$ cat src/rtl/spi_slave_pkg.sv
// rtl/spi_slave_pkg.sv - shared SPI mode decode and slave FSM state encoding
package spi_slave_pkg;

  typedef enum logic [1:0] {
    ST_IDLE    = 2'd0,
    ST_SHIFT   = 2'd1,
    ST_WAIT_SS = 2'd2
  } state_t;

  // Cycles for the synchronisers to flush their reset level after Reset drops
  localparam logic [1:0] SETTLE_CYCLES = 2'd3;

  function automatic logic mode_cpol(input int mode);
    return (mode == 2) || (mode == 3);
  endfunction

  function automatic logic mode_cpha(input int mode);
    return (mode == 1) || (mode == 3);
  endfunction

endpackage

$ cat src/rtl/spi_slave_sync_edge.sv
// rtl/spi_slave_sync_edge.sv - 2-FF synchroniser with registered rise/fall pulses
module spi_slave_sync_edge #(
  parameter logic RESET_LEVEL = 1'b0
) (
  input  logic i_clk,
  input  logic i_reset,
  input  logic i_pin,
  output logic o_level,
  output logic o_rise,
  output logic o_fall
);

  logic r_meta;
  logic r_sync;
  logic r_prev;
  logic r_rise;
  logic r_fall;

  // Two-stage synchroniser, then one-flop edge detector; pulse lands 3 cycles after the pin edge
  always_ff @(posedge i_clk) begin
    if (i_reset) begin
      r_meta <= RESET_LEVEL;
      r_sync <= RESET_LEVEL;
      r_prev <= RESET_LEVEL;
      r_rise <= 1'b0;
      r_fall <= 1'b0;
    end else begin
      r_meta <= i_pin;
      r_sync <= r_meta;
      r_prev <= r_sync;
      r_rise <= r_sync & ~r_prev;
      r_fall <= ~r_sync & r_prev;
    end
  end

  assign o_level = r_sync;
  assign o_rise  = r_rise;
  assign o_fall  = r_fall;

endmodule

$ cat src/rtl/spi_slave.sv
// rtl/spi_slave.sv - oversampling SPI target with single-entry transmit hold register
module spi_slave
  import spi_slave_pkg::*;
#(
  parameter int DATA_WIDTH = 8,
  parameter int SPI_MODE   = 0
) (
  input  logic                  i_clk,
  input  logic                  i_reset,
  input  logic                  i_sclk,
  input  logic                  i_ss,
  input  logic                  i_mosi,
  output logic                  o_miso,
  input  logic [DATA_WIDTH-1:0] i_tx_data,
  input  logic                  i_tx_load,
  output logic                  o_tx_full,
  output logic [DATA_WIDTH-1:0] o_rx_data,
  output logic                  o_rx_valid,
  output logic                  o_rx_abort,
  output logic                  o_tx_underrun,
  output logic                  o_busy
);

  localparam logic CPOL = mode_cpol(SPI_MODE);
  localparam logic CPHA = mode_cpha(SPI_MODE);
  localparam int   CW   = $clog2(DATA_WIDTH);
  localparam logic [CW-1:0] LAST_BIT = CW'(DATA_WIDTH - 1);

  state_t r_state;
  state_t w_state_next;

  logic                  w_sclk_level, w_sclk_rise, w_sclk_fall;
  logic                  w_ss_level, w_ss_rise, w_ss_fall;
  logic                  w_cap_edge, w_shf_edge;
  logic                  w_load, w_capture, w_shift, w_word_done, w_abort;
  logic [DATA_WIDTH-1:0] w_tx_word, w_rx_next;

  logic                  r_mosi_meta, r_mosi_sync;
  logic [1:0]            r_settle;
  logic [CW-1:0]         r_bit_cnt;
  logic [DATA_WIDTH-2:0] r_rx_shift;
  logic [DATA_WIDTH-1:0] r_tx_shift, r_hold, r_rx_data;
  logic                  r_tx_full, r_miso, r_rx_valid, r_rx_abort, r_tx_underrun;

  spi_slave_sync_edge #(.RESET_LEVEL(CPOL)) u_sync_sclk (
    .i_clk(i_clk), .i_reset(i_reset), .i_pin(i_sclk),
    .o_level(w_sclk_level), .o_rise(w_sclk_rise), .o_fall(w_sclk_fall)
  );

  spi_slave_sync_edge #(.RESET_LEVEL(1'b1)) u_sync_ss (
    .i_clk(i_clk), .i_reset(i_reset), .i_pin(i_ss),
    .o_level(w_ss_level), .o_rise(w_ss_rise), .o_fall(w_ss_fall)
  );

  // Leading edge leaves the idle level; CPHA picks which edge captures and which shifts
  assign w_cap_edge = CPHA ? (CPOL ? w_sclk_rise : w_sclk_fall) : (CPOL ? w_sclk_fall : w_sclk_rise);
  assign w_shf_edge = CPHA ? (CPOL ? w_sclk_fall : w_sclk_rise) : (CPOL ? w_sclk_rise : w_sclk_fall);
  assign w_tx_word  = r_tx_full ? r_hold : '0;
  assign w_rx_next  = {r_rx_shift, r_mosi_sync};

  // State register; Reset parks in WAIT_SS so a frame already under way is never joined
  always_ff @(posedge i_clk) begin
    if (i_reset) r_state <= ST_WAIT_SS;
    else         r_state <= w_state_next;
  end

  // Next state and per-cycle control strobes; SS pulses take priority over SClk pulses
  always_comb begin
    w_state_next = r_state;
    w_load       = 1'b0;
    w_capture    = 1'b0;
    w_shift      = 1'b0;
    w_word_done  = 1'b0;
    w_abort      = 1'b0;
    unique case (r_state)
      ST_IDLE: begin
        if (w_ss_fall) begin
          w_load       = 1'b1;
          w_state_next = ST_SHIFT;
        end
      end
      ST_SHIFT: begin
        if (w_ss_rise) begin
          w_abort      = (r_bit_cnt != '0);
          w_state_next = ST_IDLE;
        end else if (w_cap_edge) begin
          w_capture = 1'b1;
          if (r_bit_cnt == LAST_BIT) begin
            w_word_done = 1'b1;
            w_load      = 1'b1;
          end
        end else if (w_shf_edge) begin
          w_shift = 1'b1;
        end
      end
      ST_WAIT_SS: begin
        if (r_settle == SETTLE_CYCLES && w_ss_level && (w_sclk_level == CPOL))
          w_state_next = ST_IDLE;
      end
      default: w_state_next = ST_WAIT_SS;
    endcase
  end

  // Datapath: MOSI sync, hold register, receive shifter, transmit shifter and status pulses
  always_ff @(posedge i_clk) begin
    if (i_reset) begin
      r_mosi_meta   <= 1'b0;
      r_mosi_sync   <= 1'b0;
      r_settle      <= '0;
      r_bit_cnt     <= '0;
      r_rx_shift    <= '0;
      r_tx_shift    <= '0;
      r_hold        <= '0;
      r_rx_data     <= '0;
      r_tx_full     <= 1'b0;
      r_miso        <= 1'b0;
      r_rx_valid    <= 1'b0;
      r_rx_abort    <= 1'b0;
      r_tx_underrun <= 1'b0;
    end else begin
      r_mosi_meta   <= i_mosi;
      r_mosi_sync   <= r_mosi_meta;
      r_rx_valid    <= w_word_done;
      r_rx_abort    <= w_abort;
      r_tx_underrun <= w_load & ~r_tx_full;

      if (r_state == ST_WAIT_SS && r_settle != SETTLE_CYCLES)
        r_settle <= r_settle + 2'd1;

      // A load point sees the old TxFull, so a same-cycle TxLoad lands for the following word
      if (w_load && r_tx_full) begin
        r_tx_full <= 1'b0;
      end else if (i_tx_load && !r_tx_full) begin
        r_hold    <= i_tx_data;
        r_tx_full <= 1'b1;
      end

      if (r_state == ST_SHIFT && w_state_next == ST_IDLE) begin
        r_bit_cnt  <= '0;
        r_rx_shift <= '0;
      end else if (w_capture) begin
        r_rx_shift <= w_rx_next[DATA_WIDTH-2:0];
        if (w_word_done) begin
          r_rx_data <= w_rx_next;
          r_bit_cnt <= '0;
        end else begin
          r_bit_cnt <= r_bit_cnt + 1'b1;
        end
      end

      // CPHA=0 frame start drives the MSB at once; at word boundaries the next shift edge presents it
      if (w_state_next != ST_SHIFT) begin
        r_miso <= 1'b0;
      end else if (w_load) begin
        if (!CPHA && r_state == ST_IDLE) begin
          r_miso     <= w_tx_word[DATA_WIDTH-1];
          r_tx_shift <= {w_tx_word[DATA_WIDTH-2:0], 1'b0};
        end else begin
          r_tx_shift <= w_tx_word;
        end
      end else if (w_shift) begin
        r_miso     <= r_tx_shift[DATA_WIDTH-1];
        r_tx_shift <= {r_tx_shift[DATA_WIDTH-2:0], 1'b0};
      end
    end
  end

  assign o_miso        = r_miso;
  assign o_tx_full     = r_tx_full;
  assign o_rx_data     = r_rx_data;
  assign o_rx_valid    = r_rx_valid;
  assign o_rx_abort    = r_rx_abort;
  assign o_tx_underrun = r_tx_underrun;
  assign o_busy        = (r_state == ST_SHIFT);

endmodule
$ cat config.mk
export PLATFORM = sky130hd
export DESIGN_NAME = spi_slave
export DESIGN_NICKNAME = d
export VERILOG_FILES = /design/src/rtl/spi_slave_pkg.sv /design/src/rtl/spi_slave_sync_edge.sv /design/src/rtl/spi_slave.sv
export SDC_FILE = /design/constraint.sdc
export NUM_CORES = 1
export LEC_CHECK = 0
export CAP_MARGIN = 5
export CORE_MARGIN = 8
export CORE_UTILIZATION = 54
export CTS_CLUSTER_DIAMETER = 100
export DETAILED_ROUTE_END_ITERATION = 16
export PLACE_DENSITY = 0.81
export RECOVER_POWER = 25
export SLEW_MARGIN = 20
export SYNTH_ARGS = -nofsm -noshare
export SYNTH_HDL_FRONTEND = slang
export SYNTH_SLANG_ARGS = --single-unit
$ cat constraint.sdc
create_clock -name i_clk -period 1.77 [get_ports i_clk]
set_input_delay 0.354 -clock i_clk [delete_from_list [all_inputs] [get_ports i_clk]]
set_output_delay 0.354 -clock i_clk [all_outputs]
set_load 0.01 [all_outputs]
# After elaboration in Yosys (flattened, before gate mapping)
# Index checks and enable logic that the tools add are counted.
[classes]
add_sub_neg = 2
eq_ne = 7
reduce_logical = 19
n_mux = 25
n_bitwise = 15
[ops]
columns = ["cell", "count"]
rows = [
  ["two-way mux 8 bit", 4],
  ["two-way mux 1 bit", 15],
  ["NOT 1 bit", 10],
  ["logical AND 1 bit", 6],
  ["two-way mux 2 bit", 3],
  ["case mux 2 bit (3 select lines)", 1],
  ["AND reduction 2 bit", 3],
  ["OR reduction 2 bit", 3],
  ["bitwise AND 1 bit", 5],
  ["equality test 2 bit (second input constant)", 2],
  ["logical NOT 2 bit", 2],
  ["inequality test 2 x 1 -> 1 bit (second input constant)", 2],
  ["adder 3 x 1 -> 3 bit (second input constant)", 1],
  ["equality test 3 bit (second input constant)", 1],
  ["two-way mux 3 bit", 1],
  ["AND reduction 3 bit", 1],
  ["nonzero test 3 bit", 1],
  ["OR reduction 3 bit", 1],
  ["adder 2 x 1 -> 2 bit (second input constant)", 1],
  ["equality test 2 x 1 -> 1 bit (second input constant)", 1],
  ["inequality test 2 bit (second input constant)", 1],
  ["case mux 1 bit (2 select lines)", 1],
  ["nonzero test 2 bit", 1],
  ["logical NOT 1 bit", 1],
]
[totals]
word_cells = 92
regBits = 55
out_inout_bits = 14

# Depth between registers and ports, before layout
[logic_depth]
word_depth = 9
mapped_depth = 8
ltp_nobuf = 6

# Hierarchy
# From an unflattened synthesis, not the netlist that was laid out.
[unflattened]
cells_unflattened = 222
area_unflattened_um2 = 2128.3
[modules_own_cells]
columns = ["module", "cells_each", "seq_area_each_um2", "area_per_inst_um2", "n_inst"]
rows = [
  ["spi_slave", 202, 900.9, 1860.5, 1],
  ["spi_slave_sync_edge", 10, 100.1, 133.9, 2],
]

# Worst setup path after synthesis
# No wires, ideal clock.
[synth_timing]
path_kind = "register -> register"
startpoint = "reg r_bit_cnt[0]"
endpoint = "reg r_miso, in the netlist o_miso"
setup_time_ps = 119
required_time_ps = 1651
period_less_slack_ps = 1585
arrival_time_ps = 1466
slack_ps = 185
path_buffers = 1
stages_incl_launch_ff = 8
path_cell_list = "dfxtp_1 > ha_1 > ha_1 > nand4b_1 > a21o_1 > buf_2 > o22a_1 > o221a_1"
[synth_via]
elab_chain_cells = 7
[synth_rtl]
columns = ["element", "line_no", "source"]
rows = [
  ["start, declared", "spi_slave.sv:40", "logic [CW-1:0] r_bit_cnt;"],
  ["start signal, assigned", "spi_slave.sv:147", "r_bit_cnt <= r_bit_cnt + 1'b1;"],
  ["equality test 3 bit *", "spi_slave.sv:88", "if (r_bit_cnt == LAST_BIT) begin"],
  ["two-way mux 1 bit *", "spi_slave.sv:88", ""],
  ["two-way mux 1 bit *", "spi_slave.sv:86", "end else if (w_cap_edge) begin"],
  ["two-way mux 1 bit *", "spi_slave.sv:83", "if (w_ss_rise) begin"],
  ["case mux 1 bit (2 select lines) *", "spi_slave.sv:75", "unique case (r_state)"],
  ["inequality test 2 x 1 -> 1 bit (no source line) / nonzero test 2 bit (equally long branches)", "n/a", ""],
  ["AND reduction 2 bit (no source line)", "n/a", ""],
  ["end signal, assigned", "spi_slave.sv:156", "r_miso <= w_tx_word[DATA_WIDTH-1];"],
  ["end signal, assigned", "spi_slave.sv:162", "r_miso <= r_tx_shift[DATA_WIDTH-1];"],
  ["end, declared", "spi_slave.sv:43", "logic r_tx_full, r_miso, r_rx_valid, r_rx_abort, r_tx_underrun;"],
]
# Every way passes the cells marked *; elsewhere a longest branch is shown, timed or not.
# A chain may end at the register's enable or synchronous reset.

# Worst setup path in the final report
[layout_timing]
startpoint = "reg r_bit_cnt[0]"
endpoint = "reg r_tx_shift[2]"
[layout_via]
elab_chain_cells = 7
[layout_rtl]
columns = ["element", "line_no", "source"]
rows = [
  ["equality test 3 bit *", "spi_slave.sv:88", ""],
  ["two-way mux 1 bit *", "spi_slave.sv:88", ""],
  ["two-way mux 1 bit *", "spi_slave.sv:86", ""],
  ["two-way mux 1 bit *", "spi_slave.sv:83", ""],
  ["case mux 1 bit (2 select lines) *", "spi_slave.sv:75", ""],
  ["nonzero test 2 bit (no source line)", "n/a", ""],
  ["AND reduction 2 bit (no source line)", "n/a", ""],
  ["end signal, assigned", "spi_slave.sv:157", "r_tx_shift <= {w_tx_word[DATA_WIDTH-2:0], 1'b0};"],
  ["end signal, assigned", "spi_slave.sv:159", "r_tx_shift <= w_tx_word;"],
  ["end signal, assigned", "spi_slave.sv:163", "r_tx_shift <= {r_tx_shift[DATA_WIDTH-2:0], 1'b0};"],
  ["end, declared", "spi_slave.sv:42", "logic [DATA_WIDTH-1:0] r_tx_shift, r_hold, r_rx_data;"],
]
# Marked as above.

==> impl_metrics.csv <==
group,metric,value,unit
final_layout,nFillCells,362,
final_layout,fin_area,2581,um^2
clock_network,cts-root-buf,"clkbuf_8",
synth,synthMuxAreaShare,7.414,%
global_route,grtUsageTotal,13.71,%
synth,synth-simple-area-share,20.84,%
setup_path,cp_top_family,"compound AO/OA/AOI/OAI gates",
synth,avgSynthCellArea,9.199,um^2
synth,synth_async_sr_flop_share,0,%
final_layout,diodes,0,
final_layout,area_growth,20.43,%
synth,syn-num-nets,251,
final_layout,multi_input_area,944.7,um^2
setup_path,reg2reg_from,"r_bit_cnt[0]",
timing,hold_violations,0,
synth,synthCells,233,
place,io_buffers,27,
timing,rsz0062_at_grt,"false",
synth,synth_top_cell_by_area,"dfxtp_1",
floorplan,fp.dieH,79,um
drt,first_pass_iters,4,
clock_network,clk_latency,310,ps
synth,yosysWarnings,0,
timing,setup_ws,166.9,ps
final_layout,final_common_cell,"dfxtp_1",
synth,synth_compound_area_share,12.96,%
clock_network,cts_tree,"yes",
synth,synth_xor_area_share,0.4086,%
synth,ys_top_cells_by_area,"dfxtp_1 (51%), nand2_1 (9.1%), a21oi_1 (8.4%), mux2i_1 (3.7%), mux2_2 (3.7%)",
power_and_ir_drop,power_density,851.8,nW/um^2
timing,finalSetupViolCount,0,
setup_path,path_cells,"ha_1 > ha_1 > nand4b_1 > a21o_1 > buf_12 > a21oi_1 > a211oi_1",
timing,fmax,623.8,MHz
power_and_ir_drop,p_leak,0.9959,nW
clock_network,cts_buffers,5,
floorplan,die_w,79,um
setup_path,rrSetupSlack,170,ps
floorplan,die_area,6241,um^2
run_status,outcome,"finished clean",
synth,syn-cell-area,2143,um^2
drt,ant_nets,0,
drt,drt-total-wl,3950,um
setup_path,path_max_fanout,14,
drt,drc_errors,0,
place,dpl_cell_area,2497,um^2
final_layout,instances_no_fill,315,
timing,worst_pin_slew,448.1,ps
place,hpwl,2846,um
floorplan,ioPinCount,28,
synth,synth-adder-area-share,2.335,%
synth,synth_top_area_share,51.37,%
place,gp_congestion,0.8169,
floorplan,num_rows,23,
global_route,antenna_found_initial,0,
timing,skew,7.433,ps
worst_hold_path,hold_path_startpoint,"u_sync_sclk.r_prev",
timing,final_max_slew_viol_count,0,
clock_network,cts_max_path_buffers,2,
synth,ys_types,32,
timing,layout_min_cycle_time,1603,ps
setup_path,worst_setup_path_start_kind,"register",
place,dp_cells,307,
floorplan,initial_core_util,54.76,%
synth,synth_top_family_by_area,"simple AND/OR/NAND/NOR gates",
synth,yosysSeqAreaShare,51.37,%
setup_path,cp-end-kind,"register",
clock_network,htreeDepth,2,
setup_path,slowest_delay,350,ps
final_layout,final_cell_mix,"dfxtp_1 (53), nand2_1 (52), a21oi_1 (36)",
timing,tns,0,ps
setup_path,path_buf_inv,1,
setup_path,crit_type,"reg -> reg",
final_layout,ff_latch_area,1104,um^2
global_route,grt_pass1_wl,6948,um
floorplan,coreArea,3914,um^2
power_and_ir_drop,design_power_total,2.199,mW
global_route,grt_start_max_net_pins,23,
timing,fin_crit_sh,90.57,%
setup_path,slowest_stage,"dfxtp_1",
setup_path,cp.required,1990,ps
clock_network,cts.sinks,55,
clock_network,clk_pin_slew,90,ps
power_and_ir_drop,ir_drop,586.3,uV
drt,wl_per_cell,12.54,um
drt,first_iter_violations,106,
global_route,grt-ovfl-total,0,
worst_hold_path,hp-class,"reg -> reg",
drt,vias,1633,
setup_path,path_common_cell,"ha_1",
global_route,grt_pass1_vias,1605,
synth,ys_seq_elements,55,
final_layout,fin_nets,282,
synth,synth-main-ff-cell,"dfxtp_1",
drt,vias_per_cell,5.184,
run,cap_violations,0,
timing,slew_headroom,70.05,%
setup_path,startpoint,"r_bit_cnt[0]",
synth,synth_edf_count,0,
final_layout,drive_gt1_share,13.21,%
setup_path,worstPathArrival,1820,ps
place,post-place-ws,149.0,ps
sequential cells by signal, summed over array words and instances, names as in the netlist, 2 cells and up:
signal / flops
r_bit_cnt: 3
r_tx_shift: 8
r_hold: 8
r_rx_shift: 7
r_state: 2
o_rx_data: 8
r_settle: 2
kinds of logic (layout without fill, tap and decap cells):
| logic type | Yosys count | in the layout |
|---|---|---|
| AO/OA/AOI/OAI | 48 | 48 |
| XOR/XNOR | 1 | 1 |
| adder cells (fa/ha/maj) | 4 | 4 |
| buffers and inverters | 19 | 51 |
| flip-flops | 55 | 55 |
| multiplexers | 15 | 15 |
| AND/OR/NAND/NOR | 91 | 91 |
timing repair:
item	4_1_cts	5_1_grt
buffers inserted	0	0
resized for setup	4	0
endpoints found under the hold margin	0	0
setup endpoints to repair	1	0
hold buffers	0	0
worst reg2reg max path: cells and delay by family, from the launching register on:
kind	cells	cell delay, ps
AO/OA/AOI/OAI	3	500
adder cells (fa/ha/maj)	2	400
flip-flops	1	350
buffers and inverters	1	170
AND/OR/NAND/NOR	1	100
power by group:
group	switching, mW	internal [mW]	total (mW)
Combinational	0.0919	0.112	0.204
Clock	0.394	0.279	0.673
Sequential	0.0369	1.28	1.32
Total	0.523	1.68	2.20
metal layers:
| metal | GRT usage (%) | share of wire (%) | vias to the layer above |
|---|---|---|---|
| li1 | - | - | 850 |
| met1 | 15.80 | 45 | 755 |
| met2 | 22.76 | 49 | 22 |
| met3 | 4.289 | 4.2 | 6 |
| met4 | 6.111 | 1.7 | 0 |
| met5 | 0 | 0 | - |
cells in the mapped netlist, types with 3 or more instances:
cell type,count
a211oi_1,7
a21oi_1,36
buf_2,5
buf_6,3
clkbuf_1,7
dfxtp_1,55
ha_1,4
inv_1,3
mux2_2,7
mux2i_1,8
nand2_1,52
nand2b_1,3
nand3b_1,3
nor2_1,6
nor2b_1,9
nor3b_1,3
or2_2,3
through the flow:
stage               utilization, %  hold WS (ps)
floorplan                        -         383.5
global placement             63.81         393.0
detailed placement           63.81         407.0
CTS                          66.14         420.3
global route                 65.95         437.8
finish                       65.95         415.7
layout make-up:
type / count / share of cell area, %
flip-flops and latches: 55 / 42.75
repair buffers: 40 / 14.40
clock inverters: 3 / 0.7271
inverters: 3 / 0.4363
multi-input cells: 159 / 36.60
well taps: 50 / 2.424
clock buffers: 5 / 2.666
final timing paths:
kind	cells past startpoint	endpoint
setup / recovery	7	r_tx_shift[2]
hold reg to reg	1	u_sync_sclk.o_rise
hold / removal	1	u_sync_sclk.o_rise
setup reg to reg	7	r_tx_shift[2]
(Power assumes the default switching activity.)
